$ cat config.mk
export PLATFORM = sky130hd
export DESIGN_NAME = score_keeper_flat
export DESIGN_NICKNAME = d
export VERILOG_FILES = /design/src/rtl/score_keeper_if.sv /design/src/rtl/score_keeper.sv /design/src/flat_wrapper.sv
export SDC_FILE = /design/constraint.sdc
export NUM_CORES = 1
export LEC_CHECK = 0
export CAP_MARGIN = 20
export CORE_MARGIN = 10
export CORE_UTILIZATION = 59
export CTS_BUF_LIST = sky130_fd_sc_hd__clkbuf_8
export CTS_CLUSTER_DIAMETER = 120
export DETAILED_ROUTE_END_ITERATION = 12
export PLACE_DENSITY = 0.88
export SLEW_MARGIN = 20
export SYNTH_ARGS = -nofsm -noshare
export SYNTH_HDL_FRONTEND = slang
export SYNTH_SLANG_ARGS = --single-unit
$ cat constraint.sdc
create_clock -name clock -period 2.9 [get_ports clock]
set_clock_uncertainty 0.1 [all_clocks]
set_input_delay 0.29 -clock clock [delete_from_list [all_inputs] [get_ports clock]]
set_output_delay 0.29 -clock clock [all_outputs]
set_load 0.02 [all_outputs]
$ cat src/rtl/score_keeper_if.sv
// Point/new-game strobes and score/display outputs of the Pong score keeper.
interface score_keeper_if;
    logic       point_l;
    logic       point_r;
    logic       new_game;
    logic [7:0] score_l;
    logic [7:0] score_r;
    logic       game_over;
    logic       winner;
    logic [3:0] digit_sel;
    logic [3:0] digit_val;

    modport master (
        output point_l, point_r, new_game,
        input  score_l, score_r, game_over, winner, digit_sel, digit_val
    );

    modport slave (
        input  point_l, point_r, new_game,
        output score_l, score_r, game_over, winner, digit_sel, digit_val
    );
endinterface

$ cat src/rtl/score_keeper.sv
// Pong match-score controller: serialises point pulses into two BCD scores,
// detects the win, and scans the four score digits onto a shared digit bus.
module score_keeper #(
    parameter logic [7:0] WIN_SCORE = 8'h11,
    parameter int         SCAN_DIV  = 1024
) (
    input  logic          clock,
    input  logic          reset,
    score_keeper_if.slave bus
);
    localparam int DIV_W = $clog2(SCAN_DIV);

    typedef enum logic [1:0] {PLAY, CHECK, OVER} state_t;

    state_t           state, state_next;
    logic             pend_l, pend_r;
    logic [7:0]       score_l, score_r;
    logic             game_over, winner;
    logic [DIV_W-1:0] div;
    logic [1:0]       idx;
    logic [3:0]       digit_sel;
    logic [3:0]       digit_val;
    logic             inc_l, inc_r, win_l, win_r;

    // Saturating packed-BCD increment; nibbles stay within 0..9.
    function automatic logic [7:0] bcd_inc(input logic [7:0] v);
        if (v == 8'h99)
            return 8'h99;
        if (v[3:0] == 4'd9)
            return {v[7:4] + 4'd1, 4'd0};
        return {v[7:4], v[3:0] + 4'd1};
    endfunction

    always_ff @(posedge clock) begin
        if (reset)
            state <= PLAY;
        else
            state <= state_next;
    end

    always_comb begin
        state_next = state;
        case (state)
            PLAY:    if (inc_l || inc_r) state_next = CHECK;
            CHECK:   state_next = (win_l || win_r) ? OVER : PLAY;
            OVER:    state_next = OVER;
            default: state_next = PLAY;
        endcase
        if (bus.new_game)
            state_next = PLAY;
    end

    // Left has fixed priority when both players have a point waiting.
    always_comb begin
        inc_l = (state == PLAY) && pend_l;
        inc_r = (state == PLAY) && !pend_l && pend_r;
        win_l = (state == CHECK) && (score_l == WIN_SCORE);
        win_r = (state == CHECK) && (score_l != WIN_SCORE) && (score_r == WIN_SCORE);
    end

    always_ff @(posedge clock) begin
        if (reset || bus.new_game) begin
            score_l   <= 8'h00;
            score_r   <= 8'h00;
            pend_l    <= 1'b0;
            pend_r    <= 1'b0;
            game_over <= 1'b0;
            winner    <= 1'b0;
        end else begin
            if (inc_l)
                score_l <= bcd_inc(score_l);
            if (inc_r)
                score_r <= bcd_inc(score_r);
            // A pulse landing on the service edge merges into the point being served.
            pend_l <= (state == OVER || inc_l) ? 1'b0 : (pend_l | bus.point_l);
            pend_r <= (state == OVER || inc_r) ? 1'b0 : (pend_r | bus.point_r);
            if (win_l || win_r) begin
                game_over <= 1'b1;
                winner    <= win_r;
            end
        end
    end

    // Display scan runs independently of new_game.
    always_ff @(posedge clock) begin
        if (reset) begin
            div       <= '0;
            idx       <= 2'd0;
            digit_sel <= 4'b0001;
        end else if (div == DIV_W'(SCAN_DIV - 1)) begin
            div       <= '0;
            idx       <= idx + 2'd1;
            digit_sel <= {digit_sel[2:0], digit_sel[3]};
        end else begin
            div <= div + 1'b1;
        end
    end

    always_comb begin
        case (idx)
            2'd0:    digit_val = score_l[7:4];
            2'd1:    digit_val = score_l[3:0];
            2'd2:    digit_val = score_r[7:4];
            default: digit_val = score_r[3:0];
        endcase
    end

    assign bus.score_l   = score_l;
    assign bus.score_r   = score_r;
    assign bus.game_over = game_over;
    assign bus.winner    = winner;
    assign bus.digit_sel = digit_sel;
    assign bus.digit_val = digit_val;
endmodule

$ cat src/flat_wrapper.sv
// flat-port wrapper written by rule: the top's interface ports become plain ports
module score_keeper_flat 
#(
    parameter logic [7:0] WIN_SCORE = 8'h11,
    parameter int         SCAN_DIV  = 1024
)
  (clock, reset, bus_point_l, bus_point_r, bus_new_game, bus_score_l, bus_score_r, bus_game_over, bus_winner, bus_digit_sel, bus_digit_val);
  score_keeper_if bus_i ();
  input  logic clock;
  input  logic reset;
  input wire logic [$bits(bus_i.point_l)-1:0] bus_point_l;
  input wire logic [$bits(bus_i.point_r)-1:0] bus_point_r;
  input wire logic [$bits(bus_i.new_game)-1:0] bus_new_game;
  output wire logic [$bits(bus_i.score_l)-1:0] bus_score_l;
  output wire logic [$bits(bus_i.score_r)-1:0] bus_score_r;
  output wire logic [$bits(bus_i.game_over)-1:0] bus_game_over;
  output wire logic [$bits(bus_i.winner)-1:0] bus_winner;
  output wire logic [$bits(bus_i.digit_sel)-1:0] bus_digit_sel;
  output wire logic [$bits(bus_i.digit_val)-1:0] bus_digit_val;
  assign bus_i.point_l = bus_point_l;
  assign bus_i.point_r = bus_point_r;
  assign bus_i.new_game = bus_new_game;
  assign bus_score_l = bus_i.score_l;
  assign bus_score_r = bus_i.score_r;
  assign bus_game_over = bus_i.game_over;
  assign bus_winner = bus_i.winner;
  assign bus_digit_sel = bus_i.digit_sel;
  assign bus_digit_val = bus_i.digit_val;
  score_keeper #(.WIN_SCORE(WIN_SCORE), .SCAN_DIV(SCAN_DIV)) u_core (.clock(clock), .reset(reset), .bus(bus_i));
endmodule
==> results of run 1 <==
## through the flow
| step | area [um^2] | std cells | setup slack, ps | hold slack (ps) | power [mW] |
|---|---|---|---|---|---|
| finish | 2440 | 295 | 425 | 365 | 1.05 |
| detailed placement | 2330 | 288 | 744 | 354 | 0.602 |
| floorplan | 2010 | 221 | 1050 | 333 | 0.586 |
| global placement | 2330 | 288 | 822 | 349 | 0.601 |
| CTS | 2440 | 295 | 414 | 366 | 1.05 |
| global route | 2440 | 295 | 285 | 374 | 1.08 |
## critical path, delay by kind of cell, from the launching register on
kind,cells,cell delay [ps]
buffers and inverters,2,650
adders and majority gates,1,250
muxes,1,130
AOI/OAI and AO/OA,1,380
DFF,1,390
## cells in the final DEF, fill, tap and decap left out, types with 7 or more instances in the layout
cell and instances:
dfxtp_1 38, clkdlybuf4s50_1 30, a21oi_1 17, inv_1 15, ha_1 13, mux2i_1 9
nand4_1 9, nand2_1 9, nand3_1 9, o21ai_0 7, nor2_1 7
## logic make-up (layout without fill, tap and decap cells)
family / Yosys count / after routing / synth area share (%)
compound gates: 52 / 52 / 17.3
xor+xnor: 3 / 3 / 1.31
fa+ha+maj: 13 / 13 / 8.10
buf+inv: 25 / 53 / 5.17
flops: 38 / 38 / 37.9
mux: 9 / 9 / 4.49
simple gates: 81 / 81 / 25.7
## power by group through the flow
stage                     sequential [mW]  combinational, mW  clock [mW]
after detailed placement            0.553             0.0491           0
after global routing                0.542             0.0554       0.484
after CTS                           0.541             0.0498       0.462
after global placement              0.553             0.0478           0
final                               0.541             0.0495       0.459
after floorplan                     0.551             0.0350           0
## path summary, 6_finish.rpt
kind / from / endpoint / cells after the start
worst max-delay path: u_core.idx[0] / bus_digit_val[1] / 5
worst min-delay path: u_core.div[0] / u_core.div[0] / 1
worst max register to register: u_core.div[0] / u_core.bus.digit_sel[0] / 4
worst min register to register: u_core.div[0] / u_core.div[0] / 1
## registers in the layout (all words and copies together), names as in the netlist
register	cells
u_core.state	2
u_core.bus.digit_sel	4
u_core.bus.score_l	8
u_core.pend_r	1
u_core.div	10
u_core.bus.game_over	1
u_core.idx	2
u_core.pend_l	1
u_core.bus.winner	1
u_core.bus.score_r	8
## area by class of cell
cell class	count	area [um^2]
clock buffer	6	82.6
tap	46	57.6
multi-input combinational	158	1140
inverter	15	56.3
timing repair buffer	31	308
fill	250	872
sequential	38	761
clock inverter	1	30.0
## routing by layer
layer	up-vias	part of all wire (%)
met5	-	0
met3	7	8.6
met2	82	47
met1	874	43
li1	899	-
met4	0	1.5
==> flow_summary_export.csv, run 1 <==
group,metric,value,unit
timing,slew_violations,0,
synthesis,synth_top_area_cell,"dfxtp_1",
timing,rsz0062_at_grt,"false",
synthesis,syn_inst,221,
pwr,p_per_area,430,mW/mm^2
drt,drt-wirelength-per-cell,16.2,um
synthesis,synth.top_cell.area_share,37.9,%
timing,setup_tns,0,ps
global_route,grt_pass1_vias,1669,
placement,portBuffers,30,
placement,hpwl,3400,um
global_route,grt_start_max_net_pins,21,
drt,vias_per_cell,6.31,
synthesis,syn_area,0.00201,mm^2
die,die_h,78.3,um
pwr,p_comb_share,4.7,%
setup_path,path_class,"reg2out",
die,floorplan.die_area,0.00614,mm^2
layout,final_nets,267,
setup_path,slowest_stage,"clkdlybuf4s50_1",
layout,areaGrowthSynthToFinish,21.4,%
setup_path,setup.worst_path.start_class,"flip-flop",
setup_path,crit_fanout,4,
layout,postLayoutCoreUtil,73.7,%
synthesis,synth-seq-area-share,37.9,%
global_route,gr-max-usage-layer,"met2",
global_route,grtUsageMet2,24.8,%
drt,drt_wl_total,4770,um
drt,drt_iter0_markers,285,
clock_tree,htreeDepth,2,
pwr,p_leak,0.794,nW
pwr,p_seq_share,51.6,%
die,core-area,0.00331,mm^2
synthesis,synth_seq_cells,38,
synthesis,syn_avg_cell_area,9.09,um^2
global_route,met1_usage,19.9,%
drt,drtAntennaViolNets,0,
pwr,power.switching,0.222,mW
worst_hold_path,hp-class,"reg2reg",
timing,min_period,2470,ps
global_route,grt_pass1_wl,8180,um
setup_path,crit_chain,"inv_1, ha_1, a222oi_1, mux2i_1, clkdlybuf4s50_1",
timing,hold_viol,0,
layout,num_antenna_cells,0,
clock_tree,ctsResizeCount,0,
pwr,ir_drop,0.334,mV
clock_tree,hold_buffers,0,
outcome,status,"finished clean",
synthesis,ys_async_sr_fraction,0,%
clock_tree,cts_sinks,38,
layout,layout-drive-gt1-share,5.62,%
clock_tree,cts.path.max_buffers,2,
timing,relSlewSlack,44.3,%
setup_path,end_kind,"primary output",
die,start_util,60.7,%
global_route,antenna_found_initial,0,
placement,gp_congestion,0.883,
timing,worst_pin_slew,833,ps
pwr,internal_power,0.827,mW
synthesis,synth_nets,239,
timing,fin_crit_sh,85.3,%
global_route,grt_use_total,15.8,%
setup_path,cp_slowest_stage_delay,550,ps
pwr,p_sw_share,21.2,%
clock_tree,cts_tree,"yes",
job,drv_cap,0,
synthesis,synth_edf_count,0,
die,rows,21,
clock_tree,cts_setup_buffers,0,
die,die_w,78.3,um
clock_tree,root_buffer,"clkbuf_8",
clock_tree,clkLatencyLatePin,290,ps
synthesis,yosys_most_used_dff,"dfxtp_1",
synthesis,synthTopCellsByArea,"dfxtp_1, ha_1, mux2i_1",
pwr,clkPwrFrac,43.7,%
synthesis,ys_warn_count,0,
drt,vias,1862,
timing,clock.fmax,404,MHz
drt,drc_errors,0,
clock_tree,clk_pin_slew,70,ps
setup_path,rrSetupSlack,880,ps
synthesis,synth_top_cells_by_count,"dfxtp_1, a21oi_1, inv_1",
timing,setup_viol,0,
setup_path,critPathRequiredTime,2510,ps
global_route,grtUsageMet3,5.13,%
setup_path,worstPathArrival,2080,ps
clock_tree,cts_buffers,5,
synthesis,synth_cell_types,48,
global_route,grt_overflow,0,
drt,dr.pass1.iters,7,
die,io_pins,31,
synthesis,yosysMostFrequentCell,"dfxtp_1",
(Power assumes the default switching activity.)
==> inputs of run 2 (changes only) <==
- DONT_BUFFER_PORTS: unset -> 1
- PLACE_DENSITY: 0.88 -> 0.8
- RECOVER_POWER: unset -> 100
- clock period: 2.9 -> 2.2 ns (I/O delays scaled with it)
==> run 2 against run 1 <==
Compared with the run above:
- hold slack lost 360 ps
- via count decreased by 7.6%
- first-iteration DRC count shrank 34%
- global-route usage shrank 0.85 points
- sequential power increased by 32%
- clock power barely moved
- critical path depth shrank 1
==> flow_summary_export.csv, run 2 (synthesized netlist as in run 1, its figures left out) <==
group,metric,value,unit
outcome,status,"finished clean",
pwr,totalPowerFinal,1.23,mW
global_route,grt_use_total,14.9,%
setup_path,setup.worst_path.start_class,"flip-flop",
die,io_pins,31,
clock_tree,cts_buffers,5,
die,floorplan.die_area,0.00614,mm^2
layout,regMostFlops,"u_core.div",
job,drv_cap,0,
clock_tree,cts_tree,"yes",
layout,reg_top3,"u_core.div x10, u_core.bus.score_l x8, u_core.bus.score_r x8",
pwr,p_leak,0.694,nW
setup_path,rrSetupSlack,280,ps
global_route,grt_start_max_net_pins,21,
global_route,grt_pass1_vias,1556,
die,die_h,78.3,um
drt,drtAntennaViolNets,0,
setup_path,critPathRequiredTime,1880,ps
die,core-area,0.00331,mm^2
placement,gp_congestion,0.805,
drt,drt_wl_total,4560,um
global_route,grt_pass1_wl,7470,um
layout,fillers,297,
setup_path,end_kind,"primary output",
die,start_util,60.7,%
layout,final_nets,246,
timing,rsz0062_at_grt,"false",
global_route,grt_overflow,0,
setup_path,crit_fanout,4,
timing,fin_crit_sh,89.0,%
global_route,antenna_found_initial,0,
clock_tree,ctsResizeCount,0,
timing,min_period,1960,ps
worst_hold_path,min_from,"reset",
timing,hold_viol,0,
timing,setup_viol,0,
layout,largest_reg_flops,10,
worst_hold_path,hp-class,"in2reg",
die,rows,21,
drt,dr.pass1.iters,4,
drt,drc_errors,0,
clock_tree,clkLatencyLatePin,290,ps
setup_path,worstPathArrival,1640,ps
timing,worst_pin_slew,568,ps
clock_tree,hold_buffers,1,
placement,hpwl,3290,um
layout,areaGrowthSynthToFinish,6.73,%
drt,vias_per_cell,6.28,
layout,num_antenna_cells,0,
layout,layout_common_cells,"dfxtp_1, a21oi_1, inv_1",
worst_hold_path,whs_path_depth,2,
drt,drt_iter0_markers,189,
timing,relSlewSlack,61.0,%
clock_tree,root_buffer,"clkbuf_8",
layout,layout-drive-gt1-share,6.14,%
setup_path,rr_startpoint,"u_core.state[0]",
clock_tree,htreeDepth,2,
drt,drt-wirelength-per-cell,16.6,um
setup_path,r2r-end,"u_core.bus.score_r[7]",
setup_path,path_class,"reg2out",
placement,portBuffers,0,
worst_hold_path,min_to,"u_core.bus.digit_sel[0]",
pwr,p_per_area,574,mW/mm^2
setup_path,reg2reg_depth,3,
pwr,ir_drop,0.438,mV
timing,slew_violations,0,
drt,vias,1721,
clock_tree,clk_pin_slew,70,ps
die,die_w,78.3,um
clock_tree,cts_setup_buffers,0,
timing,setup_tns,0,ps
layout,final_common_cell,"dfxtp_1",
clock_tree,cts_sinks,38,
timing,clock.fmax,511,MHz
clock_tree,cts.path.max_buffers,2,
## run 2: final cells by class
| type | instances | area, um^2 | share of cell area (%) |
|---|---|---|---|
| clock buffer | 5 | 68.8 | 3.21 |
| clock inverter | 2 | 10.0 | 0.467 |
| inverter | 15 | 56.3 | 2.63 |
| multi-input combinational | 158 | 1140 | 53.1 |
| sequential | 38 | 761 | 35.5 |
| tap | 46 | 57.6 | 2.69 |
| timing repair buffer | 10 | 51.3 | 2.39 |
## run 2: report_power, final
part / switching (mW) / internal, mW
logic: 0.0363 / 0.0229
clock network: 0.247 / 0.213
registers: 0.0129 / 0.699
total: 0.296 / 0.935
## run 2: worst max-delay path: stages (launching register included)
cell      delay (ps)
dfxtp_1          380
inv_1             90
ha_1             250
a222oi_1         360
mux2i_1          270
## run 2: worst max path at each step
stage               depth (start not counted)  slack (ps)                 endpoint       startpoint
global route                                5          90  u_core.bus.digit_sel[3]    u_core.div[0]
finish                                      4         240         bus_digit_val[2]    u_core.idx[0]
CTS                                         4         230         bus_digit_val[3]    u_core.idx[0]
detailed placement                          3         300    u_core.bus.score_r[7]  u_core.state[0]
global placement                            3         330    u_core.bus.score_r[7]  u_core.state[0]
floorplan                                   5         350    u_core.bus.score_r[7]  u_core.state[0]
## run 2: per-stage QoR
stage | setup slack [ps] | utilization [%] | std cells | instance area (um^2) | hold slack [ps]
4_1_cts | 232 | 65.7 | 274 | 2170 | 1.95
3_3_place_gp | 333 | 63.0 | 266 | 2090 | 192
5_1_grt | 87.4 | 64.7 | 274 | 2140 | 10.3
6_report | 241 | 64.7 | 274 | 2140 | 4.66
3_5_place_dp | 296 | 63.0 | 266 | 2090 | 194
2_1_floorplan | 354 | - | 221 | 2010 | 305
## run 2: routing by layer
layer / track usage, % / vias to the layer above / routed length [um]
met5: 0 / - / 0
met4: 5.91 / 0 / 40
met3: 6.61 / 4 / 371
met2: 25.1 / 45 / 2250
met1: 16.2 / 813 / 1900
li1: - / 859 / -
